`src/rtl/fifo_rd_ctrl.sv`:
```
// Read-side controller for the async FIFO: credit-based reads into a 2-entry valid/ready output buffer.
// Optional delivered-word counter (word_cnt) compiled in with RD_CTRL_CNT_EN.
module fifo_rd_ctrl #(
    parameter int fw = 8
) (
    input  logic          r_clk,
    input  logic          rst,
    input  logic          fifo_empty,
    input  logic [fw-1:0] fifo_rdata,
    input  logic          fifo_underflow,
    output logic          fifo_rd,
    output logic [fw-1:0] m_data,
    output logic          m_valid,
    input  logic          m_ready,
    output logic          err,
    output logic          idle
`ifdef RD_CTRL_CNT_EN
    ,
    output logic [15:0]   word_cnt
`endif
);

    logic [fw-1:0] buf_q [2];
    logic          head;
    logic          tail;
    logic          inflight;
    logic [1:0]    entries;
    logic          pop;
    logic [2:0]    credit_used;

    assign pop = m_valid && m_ready;

    // Words held plus the one in flight, after this cycle's pop frees its slot.
    assign credit_used = {1'b0, entries} + {2'b00, inflight} - {2'b00, pop};

    assign fifo_rd = !rst && !fifo_empty && (credit_used < 3'd2);
    assign m_valid = (entries != 2'd0);
    assign m_data  = buf_q[head];
    assign idle    = (entries == 2'd0) && !inflight && fifo_empty;

    always_ff @(posedge r_clk) begin
        if (rst) begin
            buf_q[0] <= '0;
            buf_q[1] <= '0;
            head     <= 1'b0;
            tail     <= 1'b0;
            inflight <= 1'b0;
            entries  <= 2'd0;
            err      <= 1'b0;
        end else begin
            inflight <= fifo_rd;
            if (inflight) begin
                buf_q[tail] <= fifo_rdata;
                tail        <= ~tail;
            end
            if (pop)
                head <= ~head;
            case ({inflight, pop})
                2'b10:   entries <= entries + 2'd1;
                2'b01:   entries <= entries - 2'd1;
                default: entries <= entries;
            endcase
            if (fifo_underflow)
                err <= 1'b1;
        end
    end

`ifdef RD_CTRL_CNT_EN
    always_ff @(posedge r_clk) begin
        if (rst)
            word_cnt <= 16'd0;
        else if (pop)
            word_cnt <= word_cnt + 16'd1;
    end
`endif

endmodule

```
`config.mk`:
```
export PLATFORM = sky130hd
export DESIGN_NAME = fifo_rd_ctrl
export DESIGN_NICKNAME = d
export VERILOG_FILES = /design/src/rtl/fifo_rd_ctrl.sv
export SDC_FILE = /design/constraint.sdc
export NUM_CORES = 1
export LEC_CHECK = 0
export ABC_AREA = 1
export ABC_CLOCK_PERIOD_IN_PS = 1700
export BUFFER_PORTS_ARGS = -buffer_cell sky130_fd_sc_hd__buf_2
export CAP_MARGIN = 0
export CORE_MARGIN = 3
export CORE_UTILIZATION = 46
export CTS_BUF_LIST = sky130_fd_sc_hd__clkbuf_4 sky130_fd_sc_hd__clkbuf_8 sky130_fd_sc_hd__clkbuf_16
export DETAILED_ROUTE_END_ITERATION = 10
export MAX_ROUTING_LAYER = met4
export PLACE_DENSITY = 0.81
export SLEW_MARGIN = 25
export SYNTH_ARGS = -nofsm -noshare
export SYNTH_HDL_FRONTEND = slang
export SYNTH_SLANG_ARGS = --single-unit
```
`constraint.sdc`:
```
create_clock -name r_clk -period 1.7 [get_ports r_clk]
set_clock_uncertainty 0.2 [all_clocks]
set_input_delay 0.255 -clock r_clk [delete_from_list [all_inputs] [get_ports r_clk]]
set_output_delay 0.255 -clock r_clk [all_outputs]
set_load 0.05 [all_outputs]
```
-- Word-level counts from Yosys, hierarchy flattened
Memories as Yosys holds them, arrays and structs flattened. A register that Yosys moved wholly into a read port is not among the register bits.
Cells that the tools add are included.
Widths: inputs -> output; s select.
- $add $sub $neg: 4
- order comparisons: 1
- equality and inequality tests: 2
- muxes and demuxes: 11
- bitwise logic cells: 2
- reductions and logical operators: 12
- operators with widths (cell ; count):
    $mux 1 ; 9
    $mux 8 ; 1
    $reduce_or 8->1 ; 1
    $logic_and 1x1->1 ; 5
    $pmux 2 s2 ; 1
    $reduce_bool 2->1 ; 2
    $add 2x1->3 ; 1
    $logic_not 1->1 ; 3
    $lt 3x2->1 const B ; 1
    $sub 3x1->3 ; 1
    $add 2x1->2 const B ; 1
    $eq 2x1->1 const B ; 1
    $eq 2x2->1 const B ; 1
    $logic_not 2->1 ; 1
    $not 1->1 ; 2
    $sub 2x1->2 const B ; 1
- register bits after elaboration: 6
- bits in writable memories: 16
- input port bits: 13
- output and inout port bits: 12
- word-level logic and storage cells: 38
- memories kept: 1
- memories (name ; words ; bits a word ; read ports ; clocked after memory_dff ; wr ports ; line ; RTL):
    buf_q ; 2 ; 8 ; 1 ; 1 ; 2 ; 23 ; logic [fw-1:0] buf_q [2];

-- Logic depth before layout (Yosys ltp)
- depth after elaboration: 5
- mapped depth: 7
- depth with buffers taken out: 7

-- Worst setup path before layout
OpenSTA, ideal clock, no wires.
- path type: register to output
- start point: register entries[1]
- end point: output fifo_rd
- data arrival time: 1.955 ns
- data required time: 1.245 ns
- path slack: -0.710 ns
- stages on the path, launching flop included: 8
- buffers on the path: 0
- cell sequence: dfxtp_1 > o21ai_2 > inv_1 > nand2_1 > inv_1 > fa_1 > nand3_1 > nor2_1
- word-level cells in the longest chain between the ends: 5
- elaborated cells between the ends (all ways): 6
- classes of those cells: add/sub: 2; order compare: 1; reduce/logical: 3
- ends and longest elaborated chain (element ; line ; RTL):
    from (decl) ; 27 ; logic [1:0] entries;
    from (signal assigned) ; 59 ; 2'b10: entries <= entries + 2'd1;
    from (signal assigned) ; 60 ; 2'b01: entries <= entries - 2'd1;
    from (signal assigned) ; 61 ; default: entries <= entries;
    parallel branches: the longest is 2 deep, another holds $add 2x1->3 ; n/a ;
    $sub 3x1->3 * ; 34 ; assign credit_used = {1'b0, entries} + {2'b00, inflight} - {2'b00, pop};
    $lt 3x2->1 * ; 36 ; assign fifo_rd = !rst && !fifo_empty && (credit_used < 3'd2);
    $logic_and 1x1->1 * ; 36 ;
    to (decl) ; 11 ; output logic fifo_rd,
Mark *: on every way between the ends.

-- Final worst setup path
- start point: register entries[0]
- end point: output fifo_rd
The elaborated chain is that of the path after synthesis.

==> results.toml <==
[finish]
drive_above_1_share = 0.472
num-nets-final = 157
multi_input_area_sq_um = 433
fillers = 156
postLayoutCellArea_sq_mm = 0.00148
final_cell_count_no_fill = 169
regArea_sq_um = 631
diodes = 0
syn_to_final_growth_pct = 41.6

[worst_setup_path]
worstPathCellList = "o21ai_4, inv_2, nand2_2, inv_2, fa_2, nand3_2, nor2_4, buf_6"
start_kind = "register"
crit_type = "reg -> out"
crit-reg2reg-capture = "inflight"
max_stage_delay_ps = 520
ff2ff_path_depth = 7
crit_required_ps = 1240
crit_path_end_kind = "primary output"
r2r_start = "entries[0]"
slowest_stage = "fa_2"
cp_top_family = "adder cells"
path_buf_inv = 3
arrival_ps = 1900
cp_max_fo = 5
crit_top_cell = "inv_2"
rrSetupSlack_ps = 10

[timing]
fmax_mhz = 424
period_needed_ps = 2360
finalSetupTns_ps = -737
setup_slack_ps = -659
finalMaxSlewViolations = 0
finalHoldViolCount = 0
tightest_slew_ps = 373
slew_headroom = 0.751
grt_setup_unrepaired = "yes"
finalSetupViolCount = 7
min_period_over_period = 1.39
hold_ws_ps = 49.4

[pwr]
comb_power_share = 0.300
p_sw_frac = 0.327
p_leak_nw = 0.692
ir_worst_vdd_v = 0.000528
p_int_uw = 895
p_switching_uw = 435
cellPowerDensity_mw_per_mm2 = 900
power_mw = 1.33
sequentialPowerShare = 0.505
pwr-share-clk = 0.194

[clock_network]
h-tree-depth = 1
cts_made_buffers = 3
clock_latency_ps = 310
clockBufferDepth = 2
cts_tree = "yes"
clk_pin_slew_worst_paths_ps = 130
clockRootBuffer = "clkbuf_4"
cts.sinks = 23

[run_status]
status = "finished, violations left"
violations = "setup timing"

[synthesis]
yosysWarnings = 0
synth-seq-cells = 23
syn_nets = 117
yosysSeqAreaShare = 0.595
synthCells = 103
avgSynthCellArea_sq_um = 10.1
syn-cell-area_sq_mm = 0.00104
synth_cell_types = 19

[worst_hold_path]
hp-class = "in -> reg"
hold_path_depth = 3
hp-start = "fifo_rdata[1]"
hold_path_end = "buf_q[0][1]"

[die]
num_rows = 16
die_y_um = 53.6
core_sq_mm = 0.00206
io-pin-count = 25
start_util = 0.506
design.die.area_sq_mm = 0.00288
die_w_um = 53.6

[route]
wl_um = 2250
viasPerCell = 4.97
drcViolationCount = 0
drt_iter0_drc = 17
drt-wirelength-per-cell_um = 13.3
ant_nets = 0
vias = 840
dr.pass1.iters = 4

[run]
maxCapViolCount = 0

[global_route]
met1_usage = 0.195
track_usage = 0.187
grt_first_pass_wirelength_um = 3640
use_met2 = 0.335
busiest_layer = "met2"
grtUsageMet3 = 0.0332
grt_start_max_net_pins = 15
antenna_found_initial = 0
grt-ovfl-total = 0
grt_pass1_vias = 862

[place]
routabilityCongestion = 0.905
placed_area_sq_mm = 0.00127
dpl.cell_count = 161
hpwl_um = 1460
numPortBuffers = 24
## worst max-delay path by stage
stage / slack, ps / startpoint / end / cells after the start
after detailed placement: -430 / entries[0] / fifo_rd / 8
after global placement: -360 / entries[0] / fifo_rd / 8
final: -660 / entries[0] / fifo_rd / 8
after floorplan: -300 / entries[0] / fifo_rd / 7
after global routing: -760 / entries[0] / fifo_rd / 8
after CTS: -660 / entries[0] / fifo_rd / 8
## state kept, by name, summed over array words and instances (netlist names), named ones only
signal    count
entries       2
err           1
head          1
buf_q        16
inflight      1
tail          1
## routing by layer
metal	vias up	part of all wire
met5	-	0
met4	0	0.013
met3	4	0.043
met2	23	0.57
met1	404	0.38
li1	409	-
## power by group through the flow
stage          clock network (mW)  logic (mW)  registers [mW]
2_1_floorplan                   0       0.227           0.674
3_3_place_gp                    0       0.301           0.674
3_5_place_dp                    0       0.310           0.677
4_1_cts                     0.263       0.385           0.669
5_1_grt                     0.292       0.426           0.679
6_report                    0.258       0.400           0.672
## final cells by class
cell class / count / share of cell area
flip-flops and latches: 23 / 0.427
multi-input cells: 62 / 0.293
repair buffers: 36 / 0.191
inverters: 17 / 0.0466
well taps: 27 / 0.0229
clock buffers: 3 / 0.0152
clock inverters: 1 / 0.00508
## cells in the mapped netlist
| cell | number | area share |
|---|---|---|
| edfxtp_1 | 16 | 0.46 |
| xor2_1 | 1 | 0.0084 |
| o21ai_2 | 1 | 0.0084 |
| nand2_2 | 3 | 0.018 |
| a21oi_1 | 1 | 0.0048 |
| nand3_2 | 1 | 0.0096 |
| buf_2 | 1 | 0.0048 |
| dfxtp_1 | 7 | 0.13 |
| clkinv_1 | 1 | 0.0036 |
| nor2_4 | 1 | 0.011 |
| nand2_1 | 12 | 0.043 |
| mux2_2 | 8 | 0.086 |
| inv_1 | 14 | 0.050 |
| nor2_1 | 25 | 0.090 |
| nand3_1 | 5 | 0.024 |
| inv_2 | 2 | 0.0072 |
| fa_1 | 1 | 0.019 |
| nand4_1 | 2 | 0.012 |
| nor3_1 | 1 | 0.0048 |
## layout by cell type (no fill, tap or decap), drive strengths merged
master / count
dlygate4sd3: 1
clkinv: 1
fa: 1
nand4: 2
buf: 35
inv: 16
xor2: 1
clkinvlp: 1
nand2: 15
nor2: 26
a21oi: 1
dfxtp: 7
edfxtp: 16
mux2: 8
nand3: 6
o21ai: 1
clkbuf: 3
nor3: 1
## metrics by stage
step,worst slack (ps),util
after global routing,-758,0.717
final,-659,0.717
after detailed placement,-426,0.617
after floorplan,-296,-
after CTS,-662,0.704
after global placement,-359,0.617
## cell families after synthesis
logic type	count (synthesis)	share of synthesized area
DFF	23	0.595
buffers and inverters	18	0.0659
AOI/OAI and AO/OA	2	0.0132
muxes	8	0.0863
adders and majority gates	1	0.0192
xor gates and xnor gates	1	0.00839
and+or+nand+nor	50	0.212
## tightest hold or removal path: cells and delay by family
kind,cells,cell delay (ps)
buf+inv,2,110
simple gates,1,90
## timing repair
item / in CTS / in global routing
resized for setup: 38 / 8
hold endpoints to repair: 1 / 0
hold buffers: 1 / 0
pin swaps: 2 / 4
endpoints found under the setup margin: 12 / 20
buffers inserted: 3 / 1
(Power assumes the default switching activity.)
